File: src/rtl/uart_pkg.sv
// Shared types and helpers for the frame receive path.
package uart_pkg;

    typedef enum logic [2:0] {
        HUNT,
        LEN,
        PAYLOAD,
        CHK,
        HOLD
    } frm_state_t;

    localparam logic [7:0] SYNC_DEFAULT = 8'hA5;

    // Running 8-bit additive checksum (wraps mod 256).
    function automatic logic [7:0] frm_chk(input logic [7:0] sum, input logic [7:0] b);
        return sum + b;
    endfunction

endpackage

File: src/rtl/uart_frame_rx_if.sv
// Byte-in / frame-out signal bundle of the frame receiver.
interface uart_frame_rx_if #(
    parameter int unsigned MAX_LEN = 16
);
    localparam int unsigned AW = $clog2(MAX_LEN);
    localparam int unsigned LW = $clog2(MAX_LEN + 1);

    logic [7:0]    rx_data;
    logic          rx_done;
    logic          frm_ack;
    logic [AW-1:0] rd_addr;
    logic [7:0]    rd_data;
    logic          frm_valid;
    logic [LW-1:0] frm_len;
    logic          err_len;
    logic          err_chk;
    logic          err_tout;
    logic [7:0]    drop_cnt;
    logic          busy;

    // Upstream receiver plus consumer side.
    modport master (
        output rx_data, rx_done, frm_ack, rd_addr,
        input  rd_data, frm_valid, frm_len, err_len, err_chk, err_tout, drop_cnt, busy
    );

    // Frame receiver side.
    modport slave (
        input  rx_data, rx_done, frm_ack, rd_addr,
        output rd_data, frm_valid, frm_len, err_len, err_chk, err_tout, drop_cnt, busy
    );

endinterface

File: src/rtl/frm_buf.sv
// Payload buffer: simple dual-port RAM, one write port, one registered read port.
module frm_buf #(
    parameter int unsigned DEPTH = 16,
    parameter int unsigned AW    = $clog2(DEPTH)
) (
    input  logic          clk,
    input  logic          rst,
    input  logic          wr_en_i,
    input  logic [AW-1:0] wr_addr_i,
    input  logic [7:0]    wr_data_i,
    input  logic [AW-1:0] rd_addr_i,
    output logic [7:0]    rd_data_o
);

    logic [7:0] mem_q [DEPTH];
    logic [7:0] rd_data_q;

    // Write port; contents intentionally survive reset, frm_valid qualifies them.
    always_ff @(posedge clk) begin
        if (wr_en_i) begin
            mem_q[wr_addr_i] <= wr_data_i;
        end
    end

    // Registered read port (read-before-write), cleared by reset.
    always_ff @(posedge clk) begin
        if (rst) begin
            rd_data_q <= '0;
        end else begin
            rd_data_q <= mem_q[rd_addr_i];
        end
    end

    assign rd_data_o = rd_data_q;

endmodule

File: src/rtl/uart_frame_rx.sv
// Frame receive controller: sync hunt, length, payload, checksum, hold for consumer.
module uart_frame_rx
    import uart_pkg::*;
#(
    parameter logic [7:0]  SYNC_BYTE = SYNC_DEFAULT,
    parameter int unsigned MAX_LEN   = 16,
    parameter int unsigned TIMEOUT   = 104160
) (
    input logic            clk,
    input logic            rst,
    uart_frame_rx_if.slave bus_io
);

    localparam int unsigned AW = $clog2(MAX_LEN);
    localparam int unsigned LW = $clog2(MAX_LEN + 1);
    localparam int unsigned TW = $clog2(TIMEOUT + 1);
    localparam logic [TW-1:0] TCNT_TERM = TW'(TIMEOUT - 1);

    frm_state_t    state_q;
    logic          rx_done_q;
    logic [LW-1:0] len_q;
    logic [LW-1:0] idx_q;
    logic [7:0]    sum_q;
    logic [TW-1:0] tcnt_q;
    logic          frm_valid_q;
    logic [LW-1:0] frm_len_q;
    logic          err_len_q;
    logic          err_chk_q;
    logic          err_tout_q;
    logic [7:0]    drop_cnt_q;

    logic stb;
    logic busy;
    logic len_bad;

    assign stb     = bus_io.rx_done & ~rx_done_q;
    assign busy    = (state_q == LEN) || (state_q == PAYLOAD) || (state_q == CHK);
    assign len_bad = (bus_io.rx_data == 8'd0) || (32'(bus_io.rx_data) > MAX_LEN);

    // Frame FSM with inter-byte timeout and registered status outputs.
    always_ff @(posedge clk) begin
        if (rst) begin
            state_q     <= HUNT;
            rx_done_q   <= 1'b0;
            len_q       <= '0;
            idx_q       <= '0;
            sum_q       <= '0;
            tcnt_q      <= '0;
            frm_valid_q <= 1'b0;
            frm_len_q   <= '0;
            err_len_q   <= 1'b0;
            err_chk_q   <= 1'b0;
            err_tout_q  <= 1'b0;
            drop_cnt_q  <= '0;
        end else begin
            rx_done_q  <= bus_io.rx_done;
            err_len_q  <= 1'b0;
            err_chk_q  <= 1'b0;
            err_tout_q <= 1'b0;

            // Timeout only runs between bytes inside a frame; a byte always wins.
            if (busy && !stb) begin
                if (tcnt_q == TCNT_TERM) begin
                    tcnt_q     <= '0;
                    err_tout_q <= 1'b1;
                    state_q    <= HUNT;
                end else begin
                    tcnt_q <= tcnt_q + 1'b1;
                end
            end else begin
                tcnt_q <= '0;
            end

            case (state_q)
                HUNT: begin
                    if (stb && bus_io.rx_data == SYNC_BYTE) begin
                        state_q <= LEN;
                    end
                end
                LEN: begin
                    if (stb) begin
                        if (len_bad) begin
                            err_len_q <= 1'b1;
                            state_q   <= HUNT;
                        end else begin
                            len_q   <= bus_io.rx_data[LW-1:0];
                            idx_q   <= '0;
                            sum_q   <= bus_io.rx_data;
                            state_q <= PAYLOAD;
                        end
                    end
                end
                PAYLOAD: begin
                    if (stb) begin
                        sum_q <= frm_chk(sum_q, bus_io.rx_data);
                        idx_q <= idx_q + 1'b1;
                        if (idx_q == len_q - 1'b1) begin
                            state_q <= CHK;
                        end
                    end
                end
                CHK: begin
                    if (stb) begin
                        if (bus_io.rx_data == sum_q) begin
                            frm_valid_q <= 1'b1;
                            frm_len_q   <= len_q;
                            state_q     <= HOLD;
                        end else begin
                            err_chk_q <= 1'b1;
                            state_q   <= HUNT;
                        end
                    end
                end
                HOLD: begin
                    if (stb && drop_cnt_q != 8'hFF) begin
                        drop_cnt_q <= drop_cnt_q + 1'b1;
                    end
                    if (bus_io.frm_ack) begin
                        frm_valid_q <= 1'b0;
                        state_q     <= HUNT;
                    end
                end
                default: state_q <= HUNT;
            endcase
        end
    end

    frm_buf #(
        .DEPTH (MAX_LEN),
        .AW    (AW)
    ) u_buf (
        .clk       (clk),
        .rst       (rst),
        .wr_en_i   (stb && state_q == PAYLOAD),
        .wr_addr_i (idx_q[AW-1:0]),
        .wr_data_i (bus_io.rx_data),
        .rd_addr_i (bus_io.rd_addr),
        .rd_data_o (bus_io.rd_data)
    );

    assign bus_io.frm_valid = frm_valid_q;
    assign bus_io.frm_len   = frm_len_q;
    assign bus_io.err_len   = err_len_q;
    assign bus_io.err_chk   = err_chk_q;
    assign bus_io.err_tout  = err_tout_q;
    assign bus_io.drop_cnt  = drop_cnt_q;
    assign bus_io.busy      = busy;

endmodule
File: src/flat_wrapper.sv
// flat-port wrapper written by rule: the top's interface ports become plain ports
module uart_frame_rx_flat import uart_pkg::*;
#(
    parameter logic [7:0]  SYNC_BYTE = SYNC_DEFAULT,
    parameter int unsigned MAX_LEN   = 16,
    parameter int unsigned TIMEOUT   = 104160
)
  (clk, rst, bus_io_rx_data, bus_io_rx_done, bus_io_frm_ack, bus_io_rd_addr, bus_io_rd_data, bus_io_frm_valid, bus_io_frm_len, bus_io_err_len, bus_io_err_chk, bus_io_err_tout, bus_io_drop_cnt, bus_io_busy);
  uart_frame_rx_if #(.MAX_LEN(MAX_LEN)) bus_io_i ();
  input logic clk;
  input logic rst;
  input wire logic [$bits(bus_io_i.rx_data)-1:0] bus_io_rx_data;
  input wire logic [$bits(bus_io_i.rx_done)-1:0] bus_io_rx_done;
  input wire logic [$bits(bus_io_i.frm_ack)-1:0] bus_io_frm_ack;
  input wire logic [$bits(bus_io_i.rd_addr)-1:0] bus_io_rd_addr;
  output wire logic [$bits(bus_io_i.rd_data)-1:0] bus_io_rd_data;
  output wire logic [$bits(bus_io_i.frm_valid)-1:0] bus_io_frm_valid;
  output wire logic [$bits(bus_io_i.frm_len)-1:0] bus_io_frm_len;
  output wire logic [$bits(bus_io_i.err_len)-1:0] bus_io_err_len;
  output wire logic [$bits(bus_io_i.err_chk)-1:0] bus_io_err_chk;
  output wire logic [$bits(bus_io_i.err_tout)-1:0] bus_io_err_tout;
  output wire logic [$bits(bus_io_i.drop_cnt)-1:0] bus_io_drop_cnt;
  output wire logic [$bits(bus_io_i.busy)-1:0] bus_io_busy;
  assign bus_io_i.rx_data = bus_io_rx_data;
  assign bus_io_i.rx_done = bus_io_rx_done;
  assign bus_io_i.frm_ack = bus_io_frm_ack;
  assign bus_io_i.rd_addr = bus_io_rd_addr;
  assign bus_io_rd_data = bus_io_i.rd_data;
  assign bus_io_frm_valid = bus_io_i.frm_valid;
  assign bus_io_frm_len = bus_io_i.frm_len;
  assign bus_io_err_len = bus_io_i.err_len;
  assign bus_io_err_chk = bus_io_i.err_chk;
  assign bus_io_err_tout = bus_io_i.err_tout;
  assign bus_io_drop_cnt = bus_io_i.drop_cnt;
  assign bus_io_busy = bus_io_i.busy;
  uart_frame_rx #(.SYNC_BYTE(SYNC_BYTE), .MAX_LEN(MAX_LEN), .TIMEOUT(TIMEOUT)) u_core (.clk(clk), .rst(rst), .bus_io(bus_io_i));
endmodule
File: config.mk
export PLATFORM = sky130hd
export DESIGN_NAME = uart_frame_rx_flat
export DESIGN_NICKNAME = d
export VERILOG_FILES = /design/src/rtl/uart_pkg.sv /design/src/rtl/uart_frame_rx_if.sv /design/src/rtl/frm_buf.sv /design/src/rtl/uart_frame_rx.sv /design/src/flat_wrapper.sv
export SDC_FILE = /design/constraint.sdc
export NUM_CORES = 1
export LEC_CHECK = 0
export CAP_MARGIN = 5
export CORE_MARGIN = 2
export CORE_UTILIZATION = 65
export CTS_BUF_LIST = sky130_fd_sc_hd__clkbuf_8
export CTS_CLUSTER_DIAMETER = 150
export DETAILED_ROUTE_END_ITERATION = 8
export PLACE_DENSITY = 0.95
export SLEW_MARGIN = 10
export SYNTH_ARGS = -nofsm -noshare
export SYNTH_HDL_FRONTEND = slang
export SYNTH_SLANG_ARGS = --single-unit
File: constraint.sdc
create_clock -name clk -period 5.3 [get_ports clk]
set_input_delay 0.53 -clock clk [delete_from_list [all_inputs] [get_ports clk]]
set_output_delay 0.53 -clock clk [all_outputs]
set_load 0.1 [all_outputs]
==> metrics.txt <==
outcome completed; initial DRC count 495; via/cell ratio between 6 and 7; Final Max Slew Viols 0; sequential area share after synthesis about 64%; fin crit share about three fifths; RSZ-0062 raised after global routing false; HP Class reg -> reg; initial antenna violation count 0; clock sinks ~190; DRC errors left 0; Syn Nets between 500 and 600; most frequent cells in the layout edfxtp_1, nor2_1, dfxtp_1, mux4_2, clkdlybuf4s50_1; post-synthesis cell area about 0.0079 mm²; initial core utilization 66.4%; routability cong. between 0.8 and 0.9; total power roughly 2.6 mW; Skew-Pair Late Insertion Delay about 0.47 ns; Std-Cell Rows 40; largest net degree at the start of global routing between 40 and 50; Slew @ Worst Pin about 1.1 ns; die span in x 115 µm; Max Cap Viol 0; I/O pin cnt 42; EDFF count, synth 128; clock skew between 0.01 and 0.015 ns; worst hold start u_core.sum_q[6]; nets ~630; first-pass GRT wire length about 25 mm; drt first pass iters 5; commonest non-fill, non-tap cell in the layout edfxtp_1; Post-synth top flop edfxtp_1; layout cells sized above 1 a little over an eighth; crit path capture type register; Fmax ~0.32 GHz; Hold Path Sink u_core.sum_q[6]; Tmin final slightly above 3 ns; worst reg2reg path depth 4; R2R Path End u_core.u_buf.mem_q[6][0]; Chip Height 115 µm; synth-to-layout area growth 11.2%; Post-Synthesis Cells ~550; final WL approximately 16 mm; CTS H-tree lvls 4; fin worst setup slack about 2.2 ns; Post-DRT Antenna Nets 0; hold_buf cts 0; reg2reg start u_core.state_q[1]; Setup violations, final 0; die area 0.0131 mm²; post-layout util about 74%; vias after detailed routing ~4600; Clock Tree Buf Depth 2; Tot GR Track Use 26.3%; Setup Buffers After CTS 0; Num CTS Buffers 17; clk slew on worst S/H paths ~0.09 ns; sum of negative setup slack 0 ns; Place WS between 1.5 and 2 ns; Root Driver clkbuf_8; dpl cells 722; Ant. Diodes 0; average instance area after synthesis roughly 14 µm²; power per cell area about 300 mW/mm²; Hold Vio Cnt, Final 0; CTS tree done; Pleak around 2.9 nW; Buffers on Ports 41; crit path launch type input pin; Worst R2R Setup Slack ~2.4 ns; CP Data Required Time 5.67 ns; Post-synth ARST share 0%; Post-CTS Resized 0; drt wl/cell roughly 21 µm; GR Overflow Total 0; critical path data arrival time about 3.5 ns; Core Footprint around 0.012 mm²; number of global-route vias before repair 4838; hpwl dp about 10 mm; Crit Path Category in -> reg; WHS Path Cells 2; Max Fanout on Critical Path 21; Cell variety after synth 48; Peak VDD IR between 0.15 and 0.2 mV; Slew Limit Headroom between 20% and 30%; flops & latches, synth ~190; Yosys warnings 0; Non-Filler Instances 754
power by group:
group / leakage, nW / total [mW] / switching, mW / internal (mW)
sequential: 1.67 / 1.60 / 0.00131 / 1.60
combinational: 1.02 / 0.153 / 0.0964 / 0.0569
clock: 0.183 / 0.887 / 0.510 / 0.377
total: 2.87 / 2.64 / 0.607 / 2.03
cell families (layout without fill, tap and decap cells):
group	count (synthesis)	after routing	share of synthesized area, %
flops	192	192	64.5
simple gates	173	173	10.6
compound gates	54	54	4.14
mux	52	52	12.8
xor+xnor	33	33	3.64
buf+inv	33	88	1.79
fa+ha+maj	15	15	2.46
routing by layer:
layer	GRT usage (%)	part of all wire, %	routed length (µm)
met2	46.3	52	8240
met4	8.70	1.6	250
met3	5.08	5.4	857
met1	32.8	41	6440
met5	0	0	0
layout make-up:
class	instances	area, µm²
fillers	707	3120
flip-flops and latches	192	5120
well taps	147	184
clock buffers	17	234
clock inverters	15	135
repair buffers	45	430
multi-input cells	327	2690
inverters	11	41.3
worst max-delay path by stage:
| stage | startpoint | to | cells past startpoint |
|---|---|---|---|
| after floorplan | u_core.state_q[0] | bus_io_busy | 2 |
| after global placement | bus_io_rx_data[3] | u_core.bus_io.frm_len[4] | 8 |
| after detailed placement | bus_io_rx_data[3] | u_core.state_q[2] | 8 |
| after CTS | bus_io_rx_data[3] | u_core.state_q[2] | 8 |
| after global routing | bus_io_rx_data[3] | u_core.state_q[2] | 8 |
| final | bus_io_rx_data[3] | u_core.state_q[2] | 8 |
cell usage after synthesis, types with 2 or more instances:
cell	instances	share of area, %
buf_2	3	0.19
nor2_1	64	3.0
ha_1	14	2.2
buf_4	4	0.38
nor3_1	14	0.88
xnor2_1	14	1.5
nand2b_1	5	0.39
edfxtp_1	128	48
dfxtp_1	64	16
or3_1	5	0.39
mux4_2	40	11
nand3_1	8	0.50
nand2_1	30	1.4
nor2b_1	12	0.94
a31oi_1	2	0.16
a21oi_1	19	1.2
mux2i_1	12	1.5
buf_1	4	0.19
or2_2	2	0.16
nand3b_1	3	0.28
nor4_1	4	0.31
a211oi_1	4	0.38
and3_1	8	0.63
o21a_1	2	0.19
nand4_1	10	0.79
clkbuf_1	11	0.52
a2111oi_0	2	0.22
o211ai_1	3	0.28
o21ai_0	14	0.88
xor2_1	19	2.1
inv_1	11	0.52
registers in the layout, summed over array words and instances, names as in the netlist:
name	count
u_core.u_buf.mem_q	128
u_core.tcnt_q	17
u_core.bus_io.drop_cnt	8
u_core.sum_q	8
u_core.u_buf.rd_data_o	8
u_core.bus_io.frm_len	5
u_core.idx_q	5
u_core.len_q	5
u_core.state_q	3
u_core.bus_io.err_chk	1
u_core.bus_io.err_len	1
u_core.bus_io.err_tout	1
u_core.bus_io.frm_valid	1
u_core.rx_done_q	1
worst max-delay path: stages:
cell and delay [ns]:
clkdlybuf4s50_1 0.99, ha_1 0.41, nor4_1 0.25, nand2_1 0.08, nor4_1 0.36, and3_1 0.45, inv_1 0.09, a221oi_1 0.29
per-stage QoR:
step,instance area [µm²],hold WS (ns)
after global placement,8470,0.439
after detailed placement,8470,0.456
after global routing,8840,0.492
after CTS,8840,0.467
final,8840,0.468
after floorplan,7950,0.426
(Power assumes the default switching activity.)
